<file path="src/rtl/serial_logic_rx.sv">
// rtl/serial_logic_rx.sv - bit-serial two-operand receiver with bitwise logic result
// Optional op decoding (OR/XOR/NAND) enabled by defining SERIAL_LOGIC_OPS_EN; default build is AND only.
module serial_logic_rx #(
    parameter int WIDTH = 4
) (
    input  logic             clk,
    input  logic             rst_n,
    input  logic             s_valid,
    output logic             s_ready,
    input  logic             s_first,
    input  logic             s_a,
    input  logic             s_b,
    input  logic [1:0]       op,
    output logic             res_valid,
    input  logic             res_ready,
    output logic [WIDTH-1:0] res,
    output logic             busy,
    output logic             frame_err
);

    localparam int CW = (WIDTH > 1) ? $clog2(WIDTH) : 1;

    typedef enum logic [1:0] {
        IDLE,
        SHIFT,
        HOLD
    } state_t;

    state_t           state;
    state_t           state_nxt;
    logic [CW-1:0]    count;
    logic [WIDTH-1:0] a_q;
    logic [WIDTH-1:0] b_q;
    logic [WIDTH-1:0] a_full;
    logic [WIDTH-1:0] b_full;
    logic [WIDTH-1:0] res_nxt;
    logic             beat;
    logic             last_beat;

    assign s_ready   = (state != HOLD);
    assign busy      = (state != IDLE);
    assign res_valid = (state == HOLD);
    assign beat      = s_valid && s_ready;
    assign last_beat = (state == SHIFT) && !s_first && (count == CW'(WIDTH - 1));

    // Operands including the bit arriving this cycle, so the result is ready on the last beat.
    always_comb begin
        a_full        = a_q;
        b_full        = b_q;
        a_full[count] = s_a;
        b_full[count] = s_b;
    end

`ifdef SERIAL_LOGIC_OPS_EN
    logic [1:0] op_q;

    always_comb begin
        res_nxt = a_full & b_full;
        case (op_q)
            2'b00:   res_nxt = a_full & b_full;
            2'b01:   res_nxt = a_full | b_full;
            2'b10:   res_nxt = a_full ^ b_full;
            default: res_nxt = ~(a_full & b_full);
        endcase
    end

    always_ff @(posedge clk or negedge rst_n) begin
        if (!rst_n) begin
            op_q <= 2'b00;
        end else if (beat && s_first) begin
            op_q <= op;
        end
    end
`else
    logic unused_op;
    assign unused_op = ^op;
    assign res_nxt   = a_full & b_full;
`endif

    always_ff @(posedge clk or negedge rst_n) begin
        if (!rst_n) begin
            state <= IDLE;
        end else begin
            state <= state_nxt;
        end
    end

    always_comb begin
        state_nxt = state;
        case (state)
            IDLE:    if (beat && s_first) state_nxt = SHIFT;
            SHIFT:   if (beat && last_beat) state_nxt = HOLD;
            HOLD:    if (res_ready) state_nxt = IDLE;
            default: state_nxt = IDLE;
        endcase
    end

    always_ff @(posedge clk or negedge rst_n) begin
        if (!rst_n) begin
            count     <= '0;
            a_q       <= '0;
            b_q       <= '0;
            res       <= '0;
            frame_err <= 1'b0;
        end else begin
            frame_err <= 1'b0;
            if (beat) begin
                if (s_first) begin
                    // A new frame start always wins; a partial frame is dropped and flagged.
                    frame_err <= (state == SHIFT);
                    a_q[0]    <= s_a;
                    b_q[0]    <= s_b;
                    count     <= CW'(1);
                end else if (state == IDLE) begin
                    frame_err <= 1'b1;
                end else if (last_beat) begin
                    a_q   <= a_full;
                    b_q   <= b_full;
                    res   <= res_nxt;
                    count <= '0;
                end else begin
                    a_q   <= a_full;
                    b_q   <= b_full;
                    count <= count + CW'(1);
                end
            end
        end
    end

endmodule
</file>
<file path="config.mk">
export PLATFORM = sky130hd
export DESIGN_NAME = serial_logic_rx
export DESIGN_NICKNAME = d
export VERILOG_FILES = /design/src/rtl/serial_logic_rx.sv
export SDC_FILE = /design/constraint.sdc
export NUM_CORES = 1
export LEC_CHECK = 0
export ABC_AREA = 0
export CORE_MARGIN = 5
export CORE_UTILIZATION = 44
export CTS_BUF_LIST = sky130_fd_sc_hd__clkbuf_4
export DETAILED_ROUTE_END_ITERATION = 8
export PLACE_DENSITY_LB_ADDON = 0.08
export SLEW_MARGIN = 40
export SYNTH_ARGS = -nofsm -noshare
export SYNTH_HDL_FRONTEND = slang
export SYNTH_SLANG_ARGS = --single-unit
export TNS_END_PERCENT = 1
</file>
<file path="constraint.sdc">
create_clock -name clk -period 1.5 [get_ports clk]
set_input_delay 0.225 -clock clk [delete_from_list [all_inputs] [get_ports clk]]
set_output_delay 0.225 -clock clk [all_outputs]
set_load 0.1 [all_outputs]
</file>
# Word level (Yosys, flattened, before mapping)
# Cells that the tools add are included.
# totals
reg_bits,17
inputBits,9
out_inout_bits,8
elab_cells,53
# op_classes
n_addsub,1
order_cmp,2
n_eq_ne,8
n_mux,18
bitwise,3
n_reduce_logical,13
# ops
cell,count
2-bit 2-to-1 mux,6
4-bit bitwise mux,2
1-bit 2-to-1 mux,8
2-bit != test (second input constant),4
1-bit logical AND,6
2-bit case mux with 3 select lines,1
3-bit AND reduction,2
4-bit bitwise AND,1
2-bit == test (second input constant),2
4-bit AND reduction,1
2-bit by 3-bit < comparator with 1-bit output (second input constant),1
2-bit by 1-bit adder with 2-bit output (second input constant),1
1-bit demux with 2-bit select,1
2-bit by 1-bit == test with 1-bit output (second input constant),1
2-bit by 1-bit greater-or-equal comparator with 1-bit output (second input constant),1
2-bit logical NOT,1
2-bit by 1-bit != test with 1-bit output (second input constant),1
1-bit inverter,2
2-bit AND reduction,1
2-bit nonzero test,1
1-bit logical NOT,1

# Longest topological paths before layout
# depth
word_depth,7
ltp_mapped,5

# Worst setup path after synthesis
# Ideal clock, no wire load.
# synth_path
path_type,register to output
from,reg state[0]
to,out res_valid
arrival_time_ps,1973
t_required_ps,1275
slack_ps,-698
stages_incl_launch_ff,3
path_buffers,0
cell_sequence,dfrtp_1 -> nand2b_1 -> inv_1
# synth_via
elab_chain_len,1
# synth_rtl
item,line,source
start: declaration,29,state_t state;
start signal: assignment,84,state <= state_nxt;
2-bit == test,42,assign res_valid = (state == HOLD);
end: declaration,14,"output logic res_valid,"
# Every way passes these cells.

# Worst setup path after layout
# layout_path
from,reg count[0]
to,reg b_q[0]
# layout_via
elab_chain_len,7
elab_cells_between_ends,8
# layout_rtl
item,line,source
start: declaration,31,logic [CW-1:0] count;
start signal: assignment,124,count <= count + CW'(1);
2-bit by 3-bit < comparator with 1-bit output (not written as such) / 2-bit by 1-bit greater-or-equal comparator with 1-bit output (equally long branches),51,b_full[count] = s_b;
1-bit logical AND (not written as such),51,
1-bit 2-to-1 mux (not written as such),51,
1-bit demux with 2-bit select *,51,
4-bit bitwise mux *,51,
1-bit 2-to-1 mux *,114,end else if (state == IDLE) begin
1-bit 2-to-1 mux *,108,if (s_first) begin
end signal: assignment,118,b_q <= b_full;
end signal: assignment,123,b_q <= b_full;
end: declaration,33,logic [WIDTH-1:0] b_q;
# Mark *: on every way between the ends. The rest lies on a longest branch, timed or not. The select of a mux whose other input is x is not followed.
# A chain may end at the register's enable or synchronous reset.

==> flow_summary.toml <==
[run_status]
outcome = "completed"

[synth]
synth_area_um2 = 757
ys_types = 22
yosys_warnings = 0
ys_top_cells_by_area = "dfrtp_1, mux2_2, ha_1, mux2_4, o21ai_0"
synth.most_common_cell = "dfrtp_1"
ys_seq_elements = 15
synth_edf_count = 0
syn-num-nets = 78
synthFlopType = "dfrtp_1"
async_flop_share_pct = 100
netlist.area_leader.share_pct = 49.6
syn_avg_cell_area_um2 = 11.6
ys_seq_area_share_pct = 49.6
syn_inst = 65
synth_top_cell_by_area = "dfrtp_1"
synth_commonest_cells = "dfrtp_1, nand2_1, mux2_2, o21ai_0"

[worst_setup_path]
crit_buf_inv = 2
startpoint_type = "flop"
worstSetupPathType = "reg -> reg"
crit_arrival_ns = 1.60
worstSetupEndpoint = "b_q[0]"
max_stage_delay_ns = 0.37
crit_cells = 6
path_delay_family = "flip-flops"
cp_max_fo = 2
end_kind = "flop"
r2r_cells = 6
worstPathCellList = "inv_2 > ha_2 > o21a_1 > o21ai_1 > buf_4 > mux2_2"
setup.worst_path.start = "count[0]"
required_ns = 1.67
r2r_slack_ns = 0.07
r2r_start = "count[0]"
r2r_end = "b_q[0]"
cp_slowest_cell = "dfrtp_1"

[clock_tree]
cts_root_buf = "clkbuf_4"
clock-sinks = 15
clock_path_buffers = 2
htreeDepth = 1
clk_pin_slew_worst_paths_ns = 0.09
cts_tree = "done"
clk-insertion-delay-late_ns = 0.28
cts_buffers = 3

[detailed_routing]
drtPass1Iterations = 4
drt_iter0_markers = 5
num_vias = 559
routedWlPerCell_um = 13.3
wirelength_um = 1480
drc = 0
vias_per_cell = 4.99
drtAntennaViolNets = 0

[place]
port_buffers = 14
dp_hpwl_um = 1160
place.gp.congestion = 0.746
dpl_cell_area_mm2 = 0.00108

[global_routing]
grt_start_max_net_pins = 16
grt_pass1_wl_um = 2520
grt_pass1_vias = 561
grt_overflow_total = 0
antenna_found_initial = 0
track_usage_pct = 13.2

[floorplan]
rows = 15
die-area_mm2 = 0.00265
dieWidth_um = 51.5
fp.dieH_um = 51.5
coreArea_mm2 = 0.00169
io-pin-count = 17
initial_utilization_pct = 44.8

[sta]
period_needed_ns = 1.43
drv_slew = 0
setup_viol = 0
timing.hold.ws_ns = 0.249
hold_viol = 0
max_freq_ghz = 0.699
rsz0062_at_grt = "yes"
worst_slew_pin_slew_ns = 0.247
period_share_pct = 95.4
clock_skew_ns = 0.00228
max_slew_margin_pct = 83.3

[finish]
fillerInstances = 131
final_area_mm2 = 0.00113
drive_gt1_share_pct = 45.3
area_delta_synth_final_pct = 49.4
multi_input_area_um2 = 358
final_nets = 109
seqCellArea_um2 = 378
antenna_cells = 0

[pwr]
power.leakage_nw = 0.526
peakVddDrop_uv = 1080
p_per_area_mw_per_mm2 = 2080

[job]
cap_violations = 0

[worst_hold_path]
hold_path.class = "in -> async"
worst min path at each step:
stage                  end  cells past startpoint
global route        res[1]                      2
CTS                 res[1]                      2
global placement    a_q[1]                      1
floorplan           a_q[0]                      0
detailed placement  b_q[2]                      1
finish              res[1]                      2
cell usage in the layout (no fill, tap or decap), drive strengths merged, types with 2 or more instances in the layout:
cell type / synthesis / final
buf: 2 / 22
nand2b: 2 / 2
nand3: 3 / 3
and3b: 2 / 2
mux2: 9 / 9
clkbuf: 0 / 4
nand2: 7 / 7
inv: 4 / 3
o21ai: 6 / 6
ha: 4 / 4
dfrtp: 15 / 15
clkdlybuf4s50: 0 / 6
stage by stage:
stage,setup TNS (ns),setup slack (ns),power [mW],utilization [%],cells
after global placement,-1.76,-0.200,2.04,63.8,106
after detailed placement,-2.00,-0.234,2.07,63.8,106
after global routing,-0.0160,-0.0123,2.47,67.0,112
after floorplan,0,0.00438,1.52,-,65
final,0,0.0695,2.35,67.0,112
after CTS,0,0.00105,2.33,65.6,110
layout make-up:
cell class / instances / area share, %
inverter: 4 / 1.66
timing repair buffer: 28 / 28.8
sequential: 15 / 33.4
clock buffer: 4 / 2.65
tap: 17 / 1.88
multi-input combinational: 44 / 31.6
cell families after synthesis:
logic type      synth area share [%]
mux                             16.2
compound gates                  8.93
simple gates                    12.6
fa+ha+maj                       6.61
buf+inv                         4.96
flops                           49.6
xor+xnor                        1.16
timing repair:
action / CTS / global route
gates resized for setup: 2 / 5
buffers inserted: 0 / 2
hold buffers: 0 / 0
setup endpoints to repair: 3 / 8
flip-flops by register name, summed over array words and instances, names as in the netlist:
register and flops:
res 4, state 2, a_q 3, count 2, b_q 3, frame_err 1
power breakdown:
| group | switching [mW] | internal [mW] |
|---|---|---|
| combinational | 0.753 | 0.640 |
| sequential | 0.128 | 0.571 |
| clock | 0.135 | 0.121 |
| total | 1.02 | 1.33 |
metal layers:
metal  GRT usage, %  share of wire, %  up-vias
met5              0                 0        -
met4           7.86               2.1        0
met3           2.62               4.3        4
met2           20.3                48       10
met1           16.9                46      260
li1               -                 -      285
(Power assumes the default switching activity.)
